==> config.mk <==
export PLATFORM = sky130hd
export DESIGN_NAME = pixel_readout_ctrl_flat
export DESIGN_NICKNAME = d
export VERILOG_FILES = /design/src/rtl/pixel_readout_pkg.sv /design/src/rtl/pixel_readout_ctrl_if.sv /design/src/rtl/pixel_addr_fifo.sv /design/src/rtl/pixel_readout_ctrl.sv /design/src/flat_wrapper.sv
export SDC_FILE = /design/constraint.sdc
export NUM_CORES = 1
export LEC_CHECK = 0
export CAP_MARGIN = 20
export CORE_MARGIN = 2
export CORE_UTILIZATION = 60
export CTS_CLUSTER_SIZE = 10
export DETAILED_ROUTE_END_ITERATION = 10
export PLACE_DENSITY = 0.8
export SYNTH_ARGS = -nofsm -noshare
export SYNTH_HDL_FRONTEND = slang
export SYNTH_HIERARCHICAL = 1
export SYNTH_SLANG_ARGS = --single-unit
export TNS_END_PERCENT = 20
==> constraint.sdc <==
create_clock -name clk -period 4.9 [get_ports clk]
set_input_delay 1.47 -clock clk [delete_from_list [all_inputs] [get_ports clk]]
set_output_delay 1.47 -clock clk [all_outputs]
set_load 0.02 [all_outputs]
==> src/rtl/pixel_readout_pkg.sv <==
// Shared definitions for the pixel readout controller: matrix geometry,
// FIFO sizing, the encoder read-to-valid latency and the FSM state type.
package pixel_readout_pkg;

    localparam int NPIX       = 128;
    localparam int AW         = $clog2(NPIX);
    localparam int FIFO_DEPTH = 16;
    localparam int CW         = $clog2(NPIX + 1);

    // Cycles from a read strobe to the encoder presenting valid/addr. The
    // ISSUE -> CAPTURE step of the controller is built around this being 1.
    localparam int RD_LATENCY = 1;

    typedef enum logic [1:0] {
        IDLE,
        ISSUE,
        CAPTURE,
        DONE
    } rd_state_e;

endpackage

==> src/rtl/pixel_readout_ctrl_if.sv <==
// Readout bus: encoder request/response (read, valid, addr) plus the
// downstream address stream (out_valid, out_addr, out_ready).
// master = the readout controller, slave = encoder and downstream side.
interface pixel_readout_ctrl_if;
    import pixel_readout_pkg::*;

    logic          read;
    logic          valid;
    logic [AW-1:0] addr;
    logic          out_valid;
    logic [AW-1:0] out_addr;
    logic          out_ready;

    modport master (
        output read,
        input  valid,
        input  addr,
        output out_valid,
        output out_addr,
        input  out_ready
    );

    modport slave (
        input  read,
        output valid,
        output addr,
        input  out_valid,
        input  out_addr,
        output out_ready
    );

endinterface

==> src/rtl/pixel_addr_fifo.sv <==
// Synchronous first-word-fall-through FIFO for hit addresses. The head
// entry is visible on o_data whenever the FIFO is not empty (0 when empty).
// Push and pop in the same cycle are allowed at any fill level; the caller
// must not push into a full FIFO unless it is popping in the same cycle.
module pixel_addr_fifo #(
    parameter  int WIDTH = 7,
    parameter  int DEPTH = 16,
    localparam int PW    = $clog2(DEPTH),
    localparam int CNTW  = $clog2(DEPTH + 1)
) (
    input  logic             clk,
    input  logic             reset,
    input  logic             i_push,
    input  logic [WIDTH-1:0] i_data,
    input  logic             i_pop,
    output logic [WIDTH-1:0] o_data,
    output logic             o_full,
    output logic             o_empty,
    output logic [CNTW-1:0]  o_count
);

    logic [WIDTH-1:0] r_mem [DEPTH];
    logic [PW-1:0]    r_wr_ptr;
    logic [PW-1:0]    r_rd_ptr;
    logic [CNTW-1:0]  r_count;
    logic             w_do_push;
    logic             w_do_pop;

    assign o_empty   = (r_count == '0);
    assign o_full    = (r_count == CNTW'(DEPTH));
    assign o_count   = r_count;
    assign w_do_pop  = i_pop && !o_empty;
    assign w_do_push = i_push;
    assign o_data    = o_empty ? '0 : r_mem[r_rd_ptr];

    // Pointer and occupancy bookkeeping; pointers wrap since DEPTH is a power of two.
    always_ff @(posedge clk) begin
        // NOTE: sequential state uses non-blocking assignments so every register
        // samples the pre-edge values, independent of statement order.
        if (reset) begin
            r_wr_ptr <= '0;
            r_rd_ptr <= '0;
            r_count  <= '0;
        end else begin
            if (w_do_push) r_wr_ptr <= r_wr_ptr + PW'(1);
            if (w_do_pop)  r_rd_ptr <= r_rd_ptr + PW'(1);
            case ({w_do_push, w_do_pop})
                2'b10:   r_count <= r_count + CNTW'(1);
                2'b01:   r_count <= r_count - CNTW'(1);
                default: r_count <= r_count;
            endcase
        end
    end

    // Storage write.
    always_ff @(posedge clk) begin
        // NOTE: the storage array is deliberately not reset; emptiness is tracked
        // by r_count and o_data is forced to 0 while empty, so stale contents are
        // never observed.
        if (w_do_push) r_mem[r_wr_ptr] <= i_data;
    end

endmodule

==> src/rtl/pixel_readout_ctrl.sv <==
// Pixel readout controller: per frame, strobes the priority encoder, captures
// each returned hit address into an FWFT FIFO and reports the hit count.
// Optional build macro PIXEL_READOUT_HITMAP_EN adds a per-frame hitmap output.
module pixel_readout_ctrl
    import pixel_readout_pkg::*;
(
    input  logic                 clk,
    input  logic                 reset,
    input  logic                 frame_start,
    pixel_readout_ctrl_if.master bus,
    output logic                 busy,
    output logic                 frame_done,
    output logic [CW-1:0]        hit_count,
    output logic                 overflow
`ifdef PIXEL_READOUT_HITMAP_EN
    ,
    output logic [NPIX-1:0]      hitmap
`endif
);

    localparam int FCW = $clog2(FIFO_DEPTH + 1);

    rd_state_e       r_state;
    rd_state_e       w_next_state;
    logic [CW-1:0]   r_counter;
    logic [CW-1:0]   r_hit_count;
    logic            r_overflow;
    logic [CW-1:0]   w_counter_inc;
    logic            w_last_hit;
    logic            w_start;
    logic            w_read;
    logic            w_push;
    logic            w_push_en;
    logic            w_space;
    logic            w_fifo_full;
    logic            w_fifo_empty;
    logic [FCW-1:0]  w_fifo_count;

    assign w_counter_inc = r_counter + CW'(1);
    assign w_last_hit    = (w_counter_inc == CW'(NPIX));
    assign w_start       = (r_state == IDLE) && frame_start;
    // Space is reserved before the read, so the capture that follows always fits.
    assign w_space       = (w_fifo_count < FCW'(FIFO_DEPTH));
    assign w_push_en     = w_push && !w_fifo_full;

    // FSM state register.
    always_ff @(posedge clk) begin
        if (reset) r_state <= IDLE;
        else       r_state <= w_next_state;
    end

    // Next-state decode plus the read strobe and push request.
    always_comb begin
        // NOTE: every output of this block gets a default first, so no path
        // leaves a signal unassigned and no latch is inferred.
        w_next_state = r_state;
        w_read       = 1'b0;
        w_push       = 1'b0;
        case (r_state)
            IDLE: begin
                if (frame_start) w_next_state = ISSUE;
            end
            ISSUE: begin
                if (w_space) begin
                    w_read       = 1'b1;
                    w_next_state = CAPTURE;
                end
            end
            CAPTURE: begin
                if (bus.valid) begin
                    w_push       = 1'b1;
                    w_next_state = w_last_hit ? DONE : ISSUE;
                end else begin
                    w_next_state = DONE;
                end
            end
            DONE:    w_next_state = IDLE;
            default: w_next_state = IDLE;
        endcase
    end

    // Running hit counter, published count on entry to DONE, sticky overflow.
    always_ff @(posedge clk) begin
        if (reset) begin
            r_counter   <= '0;
            r_hit_count <= '0;
            r_overflow  <= 1'b0;
        end else begin
            if (w_start)        r_counter <= '0;
            else if (w_push_en) r_counter <= w_counter_inc;
            if (r_state == CAPTURE && w_next_state == DONE)
                r_hit_count <= bus.valid ? w_counter_inc : r_counter;
            if (w_push_en && w_last_hit) r_overflow <= 1'b1;
        end
    end

`ifdef PIXEL_READOUT_HITMAP_EN
    logic [NPIX-1:0] r_hitmap;

    // Frame image: cleared on an accepted frame start, one bit set per capture.
    always_ff @(posedge clk) begin
        if (reset)          r_hitmap <= '0;
        else if (w_start)   r_hitmap <= '0;
        else if (w_push_en) r_hitmap[bus.addr] <= 1'b1;
    end

    assign hitmap = r_hitmap;
`endif

    pixel_addr_fifo #(
        .WIDTH (AW),
        .DEPTH (FIFO_DEPTH)
    ) u_fifo (
        .clk     (clk),
        .reset   (reset),
        .i_push  (w_push_en),
        .i_data  (bus.addr),
        .i_pop   (bus.out_ready),
        .o_data  (bus.out_addr),
        .o_full  (w_fifo_full),
        .o_empty (w_fifo_empty),
        .o_count (w_fifo_count)
    );

    assign bus.read      = w_read;
    assign bus.out_valid = !w_fifo_empty;
    assign busy          = (r_state != IDLE);
    assign frame_done    = (r_state == DONE);
    assign hit_count     = r_hit_count;
    assign overflow      = r_overflow;

endmodule

==> src/flat_wrapper.sv <==
// flat-port wrapper written by rule: the top's interface ports become plain ports
module pixel_readout_ctrl_flat import pixel_readout_pkg::*;
  (clk, reset, frame_start, busy, frame_done, hit_count, overflow, bus_read, bus_valid, bus_addr, bus_out_valid, bus_out_addr, bus_out_ready);
  pixel_readout_ctrl_if bus_i ();
  input  logic clk;
  input  logic reset;
  input  logic frame_start;
  output logic busy;
  output logic frame_done;
  output logic [CW-1:0] hit_count;
  output logic overflow;
  output wire logic [$bits(bus_i.read)-1:0] bus_read;
  input wire logic [$bits(bus_i.valid)-1:0] bus_valid;
  input wire logic [$bits(bus_i.addr)-1:0] bus_addr;
  output wire logic [$bits(bus_i.out_valid)-1:0] bus_out_valid;
  output wire logic [$bits(bus_i.out_addr)-1:0] bus_out_addr;
  input wire logic [$bits(bus_i.out_ready)-1:0] bus_out_ready;
  assign bus_read = bus_i.read;
  assign bus_i.valid = bus_valid;
  assign bus_i.addr = bus_addr;
  assign bus_out_valid = bus_i.out_valid;
  assign bus_out_addr = bus_i.out_addr;
  assign bus_i.out_ready = bus_out_ready;
  pixel_readout_ctrl u_core (.clk(clk), .reset(reset), .frame_start(frame_start), .bus(bus_i), .busy(busy), .frame_done(frame_done), .hit_count(hit_count), .overflow(overflow));
endmodule
==> results.md, run 1 <==
* Status: completed
* Area after DPL at roughly 6700 sq um
* Share of layout cells above drive strength 1 at ~17%
* H-tree levels at 4
* Top cell type's share of synthesized area at a little over half
* Post-Synthesis Cells at 413
* CTS Sinks at 148
* Synth area leaders: edfxtp_1 53%, dfxtp_1 11%, mux4_2 9.9%
* IO Pins at 32
* Initial antenna violation count at 0
* Worst r2r path cells at 11
* Cell area power density at around 460 nW/um^2
* CP Capture Type: output pin
* Reg clk slew, reported paths at ~0.060 ns
* Overall die height at 107 microns
* CP Max Fanout at 28
* Max Fclk at between 200 and 250 MHz
* Total Wirelength at approximately 12 mm
* Worst slew margin relative to its limit at between 40 and 50%
* Num CTS Buffers at 17
* Final cell count without fillers at 592
* Vias at around 3600
* Met1 Use GR at between 20% and 30%
* Final hold violation count at 0
* Detail Route Antenna Nets at 0
* Max VDD drop at between 300 and 400 uV
* Startpoint Class: flop
* Clock Path Buffers at 2
* CP arrival at approximately 3 ns
* Fin crit share at ~92%
* # setup viols final at 0
* HPWL Detailed at between 7 and 8 mm
* Min Tclk post-route at roughly 4.5 ns
* Die Wd at about 110 microns
* Met2 Use GR at between 30 and 40%
* Most used routing layer in global routing: met2
* GP Congestion at around 0.85
* Number of synthesized flops with an enable pin at 112
* Post-synthesis cell type count at 58
* Critical path class: reg -> out
* FF+latch count, synth at about 150
* Mapped Area at 6360 sq um
* Unrepaired setup endpoints after global routing: false
* Fin nets at ~460
* Number of port buffers at 31
* Number of synthesis warnings at 6
* Max_cap viols at 0
* GRT Overall Usage at roughly 23%
* Placed cells at 560
* DRC at 0
* Max Slew Vio Count at 0
* Measured slew at the worst slew-check pin at around 0.78 ns
* Register area share after synthesis at around 64%
* Initial core utilization at 61.6%
* Gr ovfl total at 0
* Fin Hold WS at 0.471 ns
* Vias per Instance at between 6 and 7
* Row count at 37
* Core Area at 10300 sq um
* Pleak at 0.00239 uW
* Die ar. at 11400 sq um
* DR WL/cell at 20.4 microns
* Clock root cell: clkbuf_8
* Number of post-CTS setup repair buffers at 0
* Avg Inst Size Synth at approximately 15 sq um
* Net count after synthesis at around 430
* Most frequent cells in the layout: 112 x edfxtp_1, 36 x dfxtp_1, 31 x clkdlybuf4s50_1
* Detailed Route Iter0 Violations at 217
* Largest net degree at the start of global routing at 29
* N_diodes at 0
* Post-Route Skew at roughly 0.015 ns
* Hold_buf cts at 0
* Worst EP required at 3.43 ns
* Number of global-route vias before repair at ~3700
* Area Growth Syn to Fin at 14.4%
* CTS tree: done
* Synth async-reset ratio at 0%
* First-pass GRT wire length at around 19 mm
* Yosys top cell by area: edfxtp_1
* Worst hold path class: reg -> reg
* Post-cts resize count at 0
* Most common cell after layout, fill and taps aside: edfxtp_1
* Clock Latency Late Sink at between 0.5 and 0.6 ns
* TritonRoute pass-1 iters at 5
* Total negative setup slack at 0 ns
* Top FF cell, synth: edfxtp_1
* Met3 usage at 5.84%
* Final instance area at approximately 7300 sq um
* Hold Crit Depth at 2
[stage by stage]
step	worst slack (ns)	power (uW)	utilization, %
after floorplan	1.01	1930	-
after global placement	0.901	2110	65.1
after detailed placement	0.775	2140	65.1
after CTS	0.362	3350	70.5
after global routing	0.300	3460	70.5
final	0.414	3330	70.5
[cells by family (layout without fill, tap and decap cells)]
logic type,Yosys count,in the layout,synth area share [%]
AOI/OAI and AO/OA,56,56,7.00
xor gates and xnor gates,18,18,2.48
adders and majority gates,9,9,1.77
buffers and inverters,33,76,2.93
DFF,148,148,64.2
muxes,42,42,12.1
and+or+nand+nor,107,107,9.50
[cells in the mapped netlist (all sizes together) (2+ instances only)]
master and count:
edfxtp 112, dfxtp 36, mux4 28, nor2 28
a211oi 22, and2 17, buf 17, mux2i 13
xor2 13, nand2 12, nor2b 11, ha 9
a21oi 8, clkbuf 8, inv 8, nand4 8
o21ai 7, nor3 6, nand3 5, xnor2 5
nand2b 4, nand3b 3, nor3b 3, o21a 3
a211o 2, a21o 2, and3 2, o211ai 2
or3 2
[critical path: stages (launching register included)]
cell and delay, ns:
dfxtp_1 0.32, buf_4 0.41, mux4_2 0.55, nor2b_1 0.15, a211oi_1 0.35, a211oi_1 0.12
clkdlybuf4s50_1 0.59
[power breakdown]
| group | switching, uW | internal [uW] |
|---|---|---|
| Sequential | 38.7 | 1380 |
| Clock | 529 | 685 |
| Combinational | 384 | 315 |
| Total | 952 | 2380 |
[layer usage]
| layer | wire length (microns) | part of all wire (%) |
|---|---|---|
| met5 | 0 | 0 |
| met4 | 127 | 1.1 |
| met3 | 718 | 6.0 |
| met2 | 6130 | 51 |
| met1 | 5080 | 42 |
[path summary, 6_finish.rpt]
path | end | slack [ns] | from
hold / removal | u_core/hit_count[5]$_SDFFE_PP0P_ | 0.47 | u_core/hit_count[5]$_SDFFE_PP0P_
hold reg to reg | u_core/hit_count[5]$_SDFFE_PP0P_ | 0.47 | u_core/hit_count[5]$_SDFFE_PP0P_
setup / recovery | bus_out_addr[0] | 0.41 | flop
setup reg to reg | u_core/u_fifo/o_count[4]$_SDFFE_PP0P_ | 1.71 | u_core/u_fifo/o_count[1]$_SDFFE_PP0P_
[layout make-up]
class                           count  area (sq um)
Clock buffer                       17           414
Clock inverter                     15           143
Fill cell                         664          3040
Inverter                            8          30.0
Multi-Input combinational cell    232          2090
Sequential cell                   148          4080
Tap cell                          136           170
Timing Repair Buffer               36           348
[sequential cells by signal, indices dropped and copies added (netlist names), named ones only]
signal                  count
u_core/u_fifo/r_wr_ptr      4
u_core/r_state              2
u_core/u_fifo/r_mem       112
u_core/u_fifo/r_rd_ptr      4
u_core/overflow             1
u_core/r_counter            8
u_core/hit_count            8
u_core/u_fifo/o_count       5
No activity file was read; power rests on OpenSTA's default activity.
==> run 2: changes to the inputs <==
CELL_PAD_IN_SITES_DETAIL_PLACEMENT = 0   (was default)
CELL_PAD_IN_SITES_GLOBAL_PLACEMENT = 1   (was default)
CORE_UTILIZATION = 46   (was 60)
PLACE_DENSITY = default   (was 0.8)
PLACE_DENSITY_LB_ADDON = 0.1   (was default)
clock period = 3.9 ns   (was 4.9 ns; I/O delays follow)
==> run 2 against run 1 <==
Effect of this change: sequential share of layout area down 0.94 points; non-clock buffer count grew 2; clock power is 36% higher; global-route usage shrank 5.1 points; setup slack got worse by 0.29 ns; total power increased by 29%; sequential cell count stayed put; combinational power grew 23%; die area increased by 29%; cell count is 6.9% higher; critical path type unchanged; critical endpoint is now bus_out_addr[5]; highest routed layer unchanged.
==> results.md, run 2 (synthesis results as in run 1) <==
* Status: completed
* Initial core utilization at 47.5% (-14 points)
* TritonRoute pass-1 iters at 4 (-1)
* Placed cells at 602 (+7.5%)
* GRT Overall Usage at 18.0% (-5.1 points)
* Critical path class: reg -> out
* Max Slew Vio Count at 0 (unchanged)
* # setup viols final at 0 (unchanged)
* GP Congestion at 0.802 (-5.8%)
* DRC at 0 (unchanged)
* Worst hold path class: reg -> reg
* Most frequent cells in the layout: 112 x edfxtp_1, 36 x dfxtp_1, 28 x mux4_2
* Comb power frac at 20.1% (-0.9 points)
* CP cell instances: buf_12 -> mux4_2 -> nor2b_1 -> a211oi_1 -> a211oi_1 -> clkdlybuf4s50_1
* Sequential fraction of design power at 41.6% (-0.9 points)
* Min Tclk post-route at ~3.8 ns
* DR WL/cell at 19.0 microns (-6.7%)
* Detailed Route Iter0 Violations at 243 (+12%)
* Measured slew at the worst slew-check pin at 0.823 ns (+0.0382 ns)
* Final cell count without fillers at 633 (+6.9%)
* Critical path's top delay family: buffers and inverters
* Int Power at 3170 uW (+33%)
* Worst slack, placed at 0.288 ns (-0.487 ns)
* Number of global-route vias before repair at 3540 (-3.0%)
* H-tree levels at 4 (unchanged)
* CP Max Fanout at 28 (unchanged)
* NetSw at 1110 uW (+17%)
* Gr ovfl total at 0 (unchanged)
* Worst Path Buf+Inv at 2 (unchanged)
* Area after DPL at 6810 sq um (+1.3%)
* Total Wirelength at 12.0 mm (-0.22%)
* Core Area at 13400 sq um (+30%)
* CP arrival at 2.60 ns (-0.42 ns)
* N_diodes at 0 (unchanged)
* Num CTS Buffers at 17 (unchanged)
* HPWL Detailed at 7.68 mm (+0.72%)
* Overall Power at 4280 uW (+29%)
* Max Fclk at 265 MHz
* CTS Sinks at 148 (unchanged)
* Final setup margin at 0.125 ns (-0.289 ns)
* Largest Register: u_core/u_fifo/r_mem
* Clock Path Buffers at 2 (unchanged)
* Clock Latency Late Sink at 0.42 ns (-0.10 ns)
* First-pass GRT wire length at 19.4 mm (+0.10%)
* Most frequent CP cell: a211oi_1
* Largest register FFs at 112 (unchanged)
* Pleak at 0.00247 uW (+3.1%)
* Max_cap viols at 0 (unchanged)
* Number of post-CTS setup repair buffers at 0 (unchanged)
* Reg clk slew, reported paths at 0.06 ns (about the same)
* CP Capture Type: output pin
* Clock network fraction of total power at 38.3% (+1.8 points)
* Unrepaired setup endpoints after global routing: false
* CTS tree: done
* Worst EP required at 2.73 ns (-0.70 ns)
* Cell area power density at 579 nW/um^2 (+26%)
* Max VDD drop at 377 uV (-2.3%)
* IO Pins at 32 (unchanged)
* Number of port buffers at 31 (unchanged)
* Fin nets at 466 (+0.43%)
* Hold_buf cts at 0 (unchanged)
* Total negative setup slack at 0 ns (unchanged)
* Startpoint Class: flop
* CP max stage cell: clkdlybuf4s50_1
* Initial antenna violation count at 0 (unchanged)
* Die Wd at 122 microns (+14%)
* Clock root cell: clkbuf_16
* Detail Route Antenna Nets at 0 (unchanged)
* Final instance area at 7400 sq um (+1.7%)
* Share of layout cells above drive strength 1 at 16.6% (-0.48 points)
* Area Growth Syn to Fin at 16.4%
* Most common cell after layout, fill and taps aside: edfxtp_1
* Row count at 42 (+14%)
* Die ar. at 14800 sq um (+29%)
* Fin crit share at between 90 and 100%
* Worst slew margin relative to its limit at 45.0% (-2.6 points)
* Sw Ratio at 25.9% (-2.7 points)
* Vias per Instance at 5.47 (-9.0%)
* Overall die height at 122 microns (+14%)
* Final hold violation count at 0 (unchanged)
* Largest net degree at the start of global routing at 29 (unchanged)
* Vias at 3465 (-2.7%)
* Post-Route Skew at 0.0144 ns (-0.000862 ns)
* CP peak stage delay at 0.58 ns (about the same)
-- run 2: stage by stage --
step | util (%) | hold slack, ns
after floorplan | - | 0.471
after global placement | 50.8 | 0.455
after detailed placement | 50.8 | 0.452
after CTS | 55.2 | 0.476
after global routing | 55.3 | 0.491
final | 55.3 | 0.471
-- run 2: area by class of cell --
| type | count | area (sq um) |
|---|---|---|
| Timing Repair Buffer | 38 | 385 |
| Fill cell | 1110 | 6000 |
| Inverter | 8 | 30.0 |
| Clock inverter | 14 | 168 |
| Tap cell | 176 | 220 |
| Clock buffer | 17 | 425 |
| Multi-Input combinational cell | 232 | 2090 |
| Sequential cell | 148 | 4080 |
-- run 2: power groups by stage --
stage | logic (uW) | registers, uW | clock network (uW)
after floorplan | 639 | 1790 | 0
after global placement | 889 | 1810 | 0
after detailed placement | 898 | 1810 | 0
after CTS | 881 | 1780 | 1680
after global routing | 950 | 1790 | 1750
final | 861 | 1780 | 1640
-- run 2: repair_timing --
item / 4_1_cts / 5_1_grt
endpoints found under the hold margin: 0 / 0
setup endpoints to repair: 4 / 1
gates resized for setup: 4 / 1
pin swaps: 0 / 0
-- run 2: path summary, 6_finish.rpt --
kind                                         startpoint                                     to  slack (ns)  depth (start not counted)
hold reg to reg        u_core/hit_count[6]$_SDFFE_PP0P_       u_core/hit_count[6]$_SDFFE_PP0P_        0.47                          2
setup reg to reg  u_core/u_fifo/o_count[1]$_SDFFE_PP0P_  u_core/u_fifo/o_count[4]$_SDFFE_PP0P_        0.85                         11
setup / recovery                                   flop                        bus_out_addr[5]        0.13                          6
hold / removal         u_core/hit_count[6]$_SDFFE_PP0P_       u_core/hit_count[6]$_SDFFE_PP0P_        0.47                          2
-- run 2: routing by layer --
layer | GRT usage [%] | vias to the layer above | wire length, microns
met5 | 0 | - | 0
met4 | 6.47 | 0 | 105
met3 | 4.68 | 7 | 508
met2 | 29.1 | 70 | 5930
met1 | 23.6 | 1742 | 5480
li1 | - | 1646 | -
-- run 2: worst reg2reg max path: stages, from the launching register on --
cell and delay (ns):
dfxtp_1 0.38, or4_4 0.60, nor2_1 0.11, and4bb_1 0.23
inv_1 0.13, ha_1 0.36, xor2_1 0.11, ha_1 0.23
nor2b_1 0.14, o32ai_1 0.27, mux2i_1 0.23, o2111ai_1 0.12
==> run 3: changes to the inputs <==
ABC_AREA = 1   (was default)
CORE_UTILIZATION = 42   (was 46)
==> run 3 against run 2 <==
Effect of this change: die area increased by 11%; combinational power increased by 52%; largest cell class unchanged; critical path depth increased by 3.
==> results.md, run 3 <==
* TritonRoute pass-1 iters at 5 (+1)
* Number of synthesis warnings at 6 (unchanged)
* CTS tree: done
* Critical path class: reg -> out
* Synth area leaders: edfxtp_1 52%, nand2_1 12%, dfxtp_1 11%
* Pleak at 0.00300 uW (+22%)
* Worst slack, placed at 0.404 ns (+0.116 ns)
* HPWL Detailed at 9.61 mm (+25%)
* Core Area at 15100 sq um (+13%)
* Initial core utilization at 42.7% (-4.7 points)
* First-pass GRT wire length at 22.9 mm (+18%)
* Post-Synthesis Cells at 662 (+60%)
* Min Tclk post-route at 3.73 ns (-0.0405 ns)
* Overall Power at 4860 uW (+14%)
* Cell with the most instances after synthesis: nand2_1
* GRT Overall Usage at 18.7% (+0.69 points)
* Detail Route Antenna Nets at 0 (unchanged)
* CTS Sinks at 148 (unchanged)
* Number of post-CTS setup repair buffers at 0 (unchanged)
* Clock Latency Late Sink at 0.41 ns (about the same)
* GP Congestion at 0.798 (-0.60%)
* Number of global-route vias before repair at 4386 (+24%)
* Row count at 45 (+7.1%)
* Die Wd at 128 microns (+5.2%)
* Final hold violation count at 0 (unchanged)
* H-tree levels at 4 (unchanged)
* Max_cap viols at 0 (unchanged)
* Max Fclk at 268 MHz (+1.1%)
* Clock root cell: clkbuf_16
* Final setup margin at 0.166 ns (+0.0405 ns)
* Gr ovfl total at 0 (unchanged)
* N_diodes at 0 (unchanged)
* Top cell type's share of synthesized area at 52.1% (-0.72 points)
* Measured slew at the worst slew-check pin at 0.727 ns (-0.0953 ns)
* CP Max Fanout at 42 (+50%)
* Post-Route Skew at 0.00558 ns (-0.00884 ns)
* Avg Inst Size Synth at 9.74 sq um (-37%)
* Vias per Instance at 5.04 (-7.9%)
* FF+latch count, synth at 148 (unchanged)
* DRC at 0 (unchanged)
* Largest net degree at the start of global routing at 43 (+48%)
* Worst hold path class: reg -> reg
* CP Capture Type: output pin
* Largest Register: u_core/u_fifo/r_mem
* # setup viols final at 0 (unchanged)
* Clock Path Buffers at 2 (unchanged)
* Largest register FFs at 112 (unchanged)
* Top FF cell, synth: edfxtp_1
* Worst slew margin relative to its limit at 51.3% (+6.3 points)
* CP arrival at 2.56 ns (-0.04 ns)
* Register area share after synthesis at 63.3% (-0.87 points)
* Status: completed
* Die ar. at 16400 sq um (+11%)
* Yosys top cell by area: edfxtp_1
* Initial antenna violation count at 0 (unchanged)
* Fin crit share at 95.7% (-1.0 points)
* Total negative setup slack at 0 ns (unchanged)
* Post-synthesis cell type count at 31 (-47%)
* Max Slew Vio Count at 0 (unchanged)
* Max VDD drop at 327 uV (-13%)
* Unrepaired setup endpoints after global routing: false
* Reg clk slew, reported paths at 0.06 ns (about the same)
* Total Wirelength at 14.4 mm (+20%)
* Detailed Route Iter0 Violations at 316 (+30%)
* Number of synthesized flops with an enable pin at 112 (unchanged)
* Number of port buffers at 31 (unchanged)
* DR WL/cell at 15.9 microns (-16%)
* Fillcell total at 1409 (+27%)
* Vias at 4578 (+32%)
* Most frequent cells in the layout: 201 x nand2_1, 112 x edfxtp_1, 99 x nand3_1
* Most common cell after layout, fill and taps aside: nand2_1
* Mapped Area at 6450 sq um (+1.4%)
* Synth cell count leaders: 201 x nand2_1, 112 x edfxtp_1, 99 x nand3_1, 52 x inv_1, 49 x nor2_1
* Num CTS Buffers at 17 (unchanged)
* IO Pins at 32 (unchanged)
* Worst EP required at 2.73 ns (about the same)
* Net count after synthesis at 683 (+57%)
* Startpoint Class: flop
* Overall die height at 128 microns (+5.2%)
* Share of layout cells above drive strength 1 at 8.33% (-8.3 points)
* Fin nets at 728 (+56%)
* Cell area power density at 638 nW/um^2 (+10%)
* Area Growth Syn to Fin at 18.2%
* Synth async-reset ratio at 0% (unchanged)
-- run 3: area by class of cell --
class                   instances  area (sq um)  share of cell area, %
clock buffers                  19           433                   5.68
well taps                     188           235                   3.09
clock inverters                13           188                   2.46
inverters                      55           206                   2.71
multi-input cells             434          2000                   26.2
flip-flops and latches        148          4090                   53.6
repair buffers                 51           473                   6.20
-- run 3: worst paths after layout --
kind | from | end | slack, ns | depth (start not counted)
worst min register to register | u_core/hit_count[0]$_SDFFE_PP0P_ | u_core/hit_count[0]$_SDFFE_PP0P_ | 0.49 | 2
worst max register to register | u_core/u_fifo/o_count[1]$_SDFFE_PP0P_ | u_core/u_fifo/o_count[2]$_SDFFE_PP0P_ | 1.48 | 17
worst min-delay path | u_core/hit_count[0]$_SDFFE_PP0P_ | u_core/hit_count[0]$_SDFFE_PP0P_ | 0.49 | 2
worst max-delay path | flop | bus_out_addr[0] | 0.17 | 9
-- run 3: kinds of logic after synthesis --
| group | synth area share (%) |
|---|---|
| DFF | 63.3 |
| xor gates and xnor gates | 1.09 |
| buffers and inverters | 5.68 |
| AOI/OAI and AO/OA | 4.42 |
| adders and majority gates | 1.75 |
| and+or+nand+nor | 23.7 |
-- run 3: metrics by stage --
step	instance area (sq um)	hold WS [ns]	std cells	utilization, %
5_1_grt	7620	0.525	908	50.5
2_1_floorplan	6450	0.459	662	-
3_5_place_dp	7000	0.471	876	46.4
4_1_cts	7620	0.500	908	50.5
3_3_place_gp	7000	0.478	876	46.4
6_report	7620	0.494	908	50.5
-- run 3: what timing repair did --
item	in CTS	in global routing
hold buffers	0	0
gates resized for setup	1	0
endpoints found under the setup margin	6	0
-- run 3: worst max-delay path, cell delays in order (launching register included) --
cell and delay, ns:
dfxtp_4 0.47, inv_2 0.13, buf_12 0.21, nand2_1 0.07, nand3_1 0.07, nand3_1 0.13
nand2_1 0.11, nand2_1 0.05, a21oi_1 0.22, clkdlybuf4s50_1 0.65
-- run 3: report_power, final --
group          internal, uW  total [uW]  switching [uW]  leakage (uW)
combinational           474        1310             833       0.00139
sequential             1760        1850            88.0       0.00130
clock                  1120        1710             586      0.000309
-- run 3: routing by layer --
layer / vias to the layer above / global-route usage [%] / share of wire, %
met5: - / 0 / 0
met4: 0 / 6.92 / 1.7
met3: 18 / 3.84 / 3.9
met2: 88 / 33.0 / 50
met1: 2170 / 22.5 / 45
li1: 2302 / - / -
